### config.mk
export PLATFORM = sky130hd
export DESIGN_NAME = tt_param_counter
export DESIGN_NICKNAME = d
export VERILOG_FILES = /design/src/rtl/tt_param_counter.sv
export SDC_FILE = /design/constraint.sdc
export NUM_CORES = 1
export LEC_CHECK = 0
export CAP_MARGIN = 20
export CORE_ASPECT_RATIO = 0.6
export CORE_MARGIN = 10
export CORE_UTILIZATION = 30
export CTS_BUF_LIST = sky130_fd_sc_hd__clkbuf_8 sky130_fd_sc_hd__clkbuf_16
export DETAILED_ROUTE_END_ITERATION = 16
export PLACE_DENSITY = 0.53
export SLEW_MARGIN = 40
export SYNTH_ARGS = -nofsm -noshare
export SYNTH_HDL_FRONTEND = slang
export SYNTH_SLANG_ARGS = --single-unit
### constraint.sdc
create_clock -name clk -period 6.8 [get_ports clk]
set_clock_uncertainty 0.1 [all_clocks]
set_input_delay 1.7 -clock clk [delete_from_list [all_inputs] [get_ports clk]]
set_output_delay 1.7 -clock clk [all_outputs]
set_load 0.01 [all_outputs]
### src/rtl/tt_param_counter.sv
// Parametrised up/down counter with prescaler, wrap/saturate/ping-pong modes, tc pulse and sticky wrap flag.
// Latency: count and tc update on the rising edge after a tick; tc is aligned with the count value it marks.
// Backpressure: none; en gates the prescaler, and clr/load take priority over counting.
module tt_param_counter #(
    parameter int WIDTH      = 8,
    parameter int PRESCALE_W = 8
) (
    input  logic                  clk,
    input  logic                  rst_n,
    input  logic                  en,
    input  logic                  clr,
    input  logic                  load,
    input  logic [WIDTH-1:0]      load_val,
    input  logic                  up,
    input  logic [WIDTH-1:0]      modulo,
    input  logic [1:0]            mode,
    input  logic [PRESCALE_W-1:0] prescale,
    input  logic                  sticky_clr,
    output logic [WIDTH-1:0]      count,
    output logic                  tc,
    output logic                  dir,
    output logic                  wrap_sticky
);

    localparam logic [1:0] MODE_SAT  = 2'b01;
    localparam logic [1:0] MODE_PING = 2'b10;

    logic [PRESCALE_W-1:0] presc;
    logic                  dir_reg;
    // High until the first clocked cycle after reset, so ping-pong picks up 'up' at release.
    logic                  init_pending;
    logic                  tick;
    logic [WIDTH-1:0]      inc;
    logic [WIDTH-1:0]      dec;
    logic [WIDTH-1:0]      cnt_nxt;
    logic                  tc_nxt;
    logic                  dir_reg_nxt;

    assign tick = en && (presc == prescale);
    assign inc  = count + WIDTH'(1);
    assign dec  = count - WIDTH'(1);

    // Ping-pong uses the stored direction; every other mode follows 'up' directly.
    assign dir = (mode == MODE_PING && !init_pending) ? dir_reg : up;

    // Next count, terminal pulse and ping-pong direction for a tick in the current mode.
    always_comb begin
        cnt_nxt     = count;
        tc_nxt      = 1'b0;
        dir_reg_nxt = init_pending ? up : dir_reg;
        if (tick) begin
            case (mode)
                MODE_SAT: begin
                    if (dir) begin
                        if (count >= modulo) begin
                            cnt_nxt = modulo;
                        end else begin
                            cnt_nxt = inc;
                            tc_nxt  = (inc == modulo);
                        end
                    end else if (count != '0) begin
                        cnt_nxt = dec;
                        tc_nxt  = (dec == '0);
                    end
                end
                MODE_PING: begin
                    if (modulo == '0) begin
                        cnt_nxt     = '0;
                        dir_reg_nxt = ~dir;
                        tc_nxt      = 1'b1;
                    end else if (dir) begin
                        if (count > modulo) begin
                            cnt_nxt     = modulo;
                            dir_reg_nxt = 1'b0;
                            tc_nxt      = 1'b1;
                        end else if (count == modulo) begin
                            // Sitting on the terminal (after clr/load): turn round and step down.
                            cnt_nxt     = modulo - WIDTH'(1);
                            dir_reg_nxt = 1'b0;
                            tc_nxt      = 1'b1;
                        end else begin
                            cnt_nxt = inc;
                            if (inc == modulo) begin
                                dir_reg_nxt = 1'b0;
                                tc_nxt      = 1'b1;
                            end
                        end
                    end else begin
                        if (count == '0) begin
                            cnt_nxt     = WIDTH'(1);
                            dir_reg_nxt = 1'b1;
                            tc_nxt      = 1'b1;
                        end else begin
                            cnt_nxt = dec;
                            if (dec == '0) begin
                                dir_reg_nxt = 1'b1;
                                tc_nxt      = 1'b1;
                            end
                        end
                    end
                end
                default: begin
                    // Wrap mode (00 and 11).
                    if (dir) begin
                        if (count >= modulo) begin
                            cnt_nxt = '0;
                            tc_nxt  = 1'b1;
                        end else begin
                            cnt_nxt = inc;
                        end
                    end else begin
                        if (count == '0) begin
                            cnt_nxt = modulo;
                            tc_nxt  = 1'b1;
                        end else begin
                            cnt_nxt = dec;
                        end
                    end
                end
            endcase
        end
    end

    // State registers: clr beats load beats tick; the sticky flag sees tc and lets a set win over a clear.
    always_ff @(posedge clk or negedge rst_n) begin
        if (!rst_n) begin
            count        <= '0;
            tc           <= 1'b0;
            wrap_sticky  <= 1'b0;
            presc        <= '0;
            dir_reg      <= 1'b1;
            init_pending <= 1'b1;
        end else begin
            init_pending <= 1'b0;
            wrap_sticky  <= tc | (wrap_sticky & ~sticky_clr);
            if (clr) begin
                count   <= '0;
                presc   <= '0;
                dir_reg <= up;
                tc      <= 1'b0;
            end else if (load) begin
                count   <= load_val;
                presc   <= '0;
                dir_reg <= up;
                tc      <= 1'b0;
            end else begin
                count   <= cnt_nxt;
                tc      <= tc_nxt;
                dir_reg <= dir_reg_nxt;
                if (en) begin
                    presc <= tick ? '0 : presc + PRESCALE_W'(1);
                end
            end
        end
    end

endmodule

==> metrics <==
post-layout min period 5.21 ns; Critical R2R Capture tc; H-tree lvl count 1; Rel. slew slack 0.522; post-synth top area cell dfrtp_1; PostCTS Resize Cnt 0; WS Path Type in2out; period utilization 0.766; register area share after synthesis 0.196; clock power share 0.310; via count 2909; hold path start tc; outcome finished, final reports clean; reported max-cap violation count 0; Hold Path Depth 1; Post-synth EDFFs 0; clock sink total 20; GP Congestion 0.912; initial antenna violation count 0; P_sw 0.200 mW; Slew Viols, Final 0; kind of end point of the critical path output port; CTS tree done; CP max FO 5; top cells by area, synth dfrtp_1, ha_1, xnor2_1; Mapped Area 0.00257 mm²; placed inst area 0.00306 mm²; P_leak 1.22 nW; switch share 0.374; Final Cell Area 0.00317 mm²; Hold Crit Endpoint wrap_sticky; Layout area overhead 23.5%; WL final 9.65 mm; synth warn 0; clock slew at reported path FFs 0.06 ns; port buffer count 43; Root Buffer clkbuf_16; Worst VDD drop 86.0 µV; wire per inst 19.8 µm; setup repair bufs after CTS 0; Worst R2R Start count[0]; Yosys top cell area share 0.176; most common cell in the netlist nand2_1; Die X 139 µm; Final TNS setup 0 ns; Initial Util 0.305; Int Power 0.335 mW; DR pass1 iterations 5; post-route ant nets 0; Worst R2R Path Depth 8; ys flop type dfrtp_1; Gate power share 0.416; number of synthesized register bits 20; vias in the first global route 2680; vias per inst 5.97; Arr. time, crit path 3.41 ns; 1st-iter DRT viols 316; # diodes 0; clock buffer depth 2; Reg2Reg Setup Slack 3.62 ns; clock latency on the worst-skew pair 0.26 ns; fmax 0.192 GHz; RSZ-0062 raised after global routing no; Final Hold Viols 0; # IOs 44; share of power burned in registers 0.274; largest net degree at the start of global routing 22; layout cells sized above 1 0.0587; worst hold path class reg2reg; # DRC 0; Die H 91.6 µm; row count 26; Mapped Cells 345; Netlist cell types 67; P per Cell Area 169 mW/mm²; top cells by instance count after synthesis nand2_1, nor2_1, xnor2_1; GRT overflow 0; syn_area_per_cell 7.44 µm²; biggest regs count (8), presc (8); WP data required 5.00 ns; core area 0.00843 mm²; Post-synth ARST share 1.00; Num CTS Buffers 3; Startpoint Class input pin; gr usage total 0.146; area of the die 0.0128 mm²; Final nets 425; global-route wire length before repair 15.4 mm; post-cts hold buffer count 0; endpoints failing setup 0; DP Wirelength 7.68 mm; Tightest Pin Transition 0.710 ns; synthesized net count 394
## metal layers
layer | share of wire | track usage
met1 | 0.50 | 0.230
met2 | 0.37 | 0.188
met3 | 0.12 | 0.0402
met4 | 0.0060 | 0.0190
met5 | 0 | 0
## cells in the final DEF (no fill, tap or decap), drive strengths merged, types with 3 or more instances in the layout
master / Yosys / layout
o211ai: 8 / 8
o41ai: 3 / 3
ha: 16 / 16
dfrtp: 18 / 18
and3: 6 / 6
nor3: 12 / 12
inv: 17 / 17
clkdlybuf4s50: 0 / 42
nand2b: 5 / 5
o211a: 3 / 3
nand4: 11 / 11
a21oi: 18 / 18
clkbuf: 11 / 3
a31oi: 7 / 7
nor4: 6 / 6
a21o: 3 / 3
or3: 6 / 6
or4: 3 / 3
xor2: 8 / 8
nor2: 29 / 29
nand3: 14 / 14
o221ai: 5 / 5
o21ai: 24 / 24
o21a: 5 / 5
nand2: 32 / 32
o2111ai: 4 / 4
xnor2: 21 / 21
buf: 8 / 3
o311ai: 4 / 4
## cell type report
class / count / area (µm²)
timing repair buffer: 45 / 440
multi-input combinational: 287 / 1910
fill: 897 / 5260
inverter: 19 / 71.3
tap: 112 / 140
sequential: 20 / 503
clock inverter: 1 / 30.0
clock buffer: 3 / 75.1
## stage by stage
step	total power [mW]	utilization	setup WS [ns]	hold WS, ns	cells
6_report	0.535	0.376	1.59	0.374	487
5_1_grt	0.567	0.376	1.42	0.404	487
3_3_place_gp	0.367	0.364	1.61	0.348	483
4_1_cts	0.531	0.376	1.57	0.384	487
2_1_floorplan	0.284	-	2.20	0.393	345
3_5_place_dp	0.365	0.364	1.58	0.370	483
## worst max-delay path, cell delays in order
cell and delay, ns:
clkdlybuf4s50_1 0.49, inv_1 0.05, ha_1 0.26, nand2b_1 0.11
mux2i_1 0.22, inv_1 0.09, clkdlybuf4s50_1 0.49
## kinds of logic after synthesis
| logic type | after synthesis | share of synthesized area |
|---|---|---|
| flops | 20 | 0.196 |
| xor+xnor | 29 | 0.102 |
| simple gates | 132 | 0.263 |
| other cells | 1 | 0.00146 |
| compound gates | 107 | 0.292 |
| fa+ha+maj | 16 | 0.0780 |
| buf+inv | 38 | 0.0600 |
| mux | 2 | 0.00829 |
## worst max path at each step
stage / to / slack [ns] / cells past startpoint / start
floorplan: dir / 2.20 / 7 / mode[0]
global placement: dir / 1.61 / 7 / mode[0]
detailed placement: dir / 1.58 / 7 / mode[0]
CTS: dir / 1.57 / 7 / mode[0]
global route: dir / 1.42 / 7 / mode[0]
finish: dir / 1.59 / 7 / mode[0]
## power groups by stage
stage	Clock [mW]	Sequential [mW]	Combinational [mW]
2_1_floorplan	0	0.137	0.146
3_3_place_gp	0	0.149	0.218
3_5_place_dp	0	0.149	0.217
4_1_cts	0.167	0.147	0.217
5_1_grt	0.174	0.149	0.244
6_report	0.166	0.147	0.223
No activity file was read; power rests on OpenSTA's default activity.
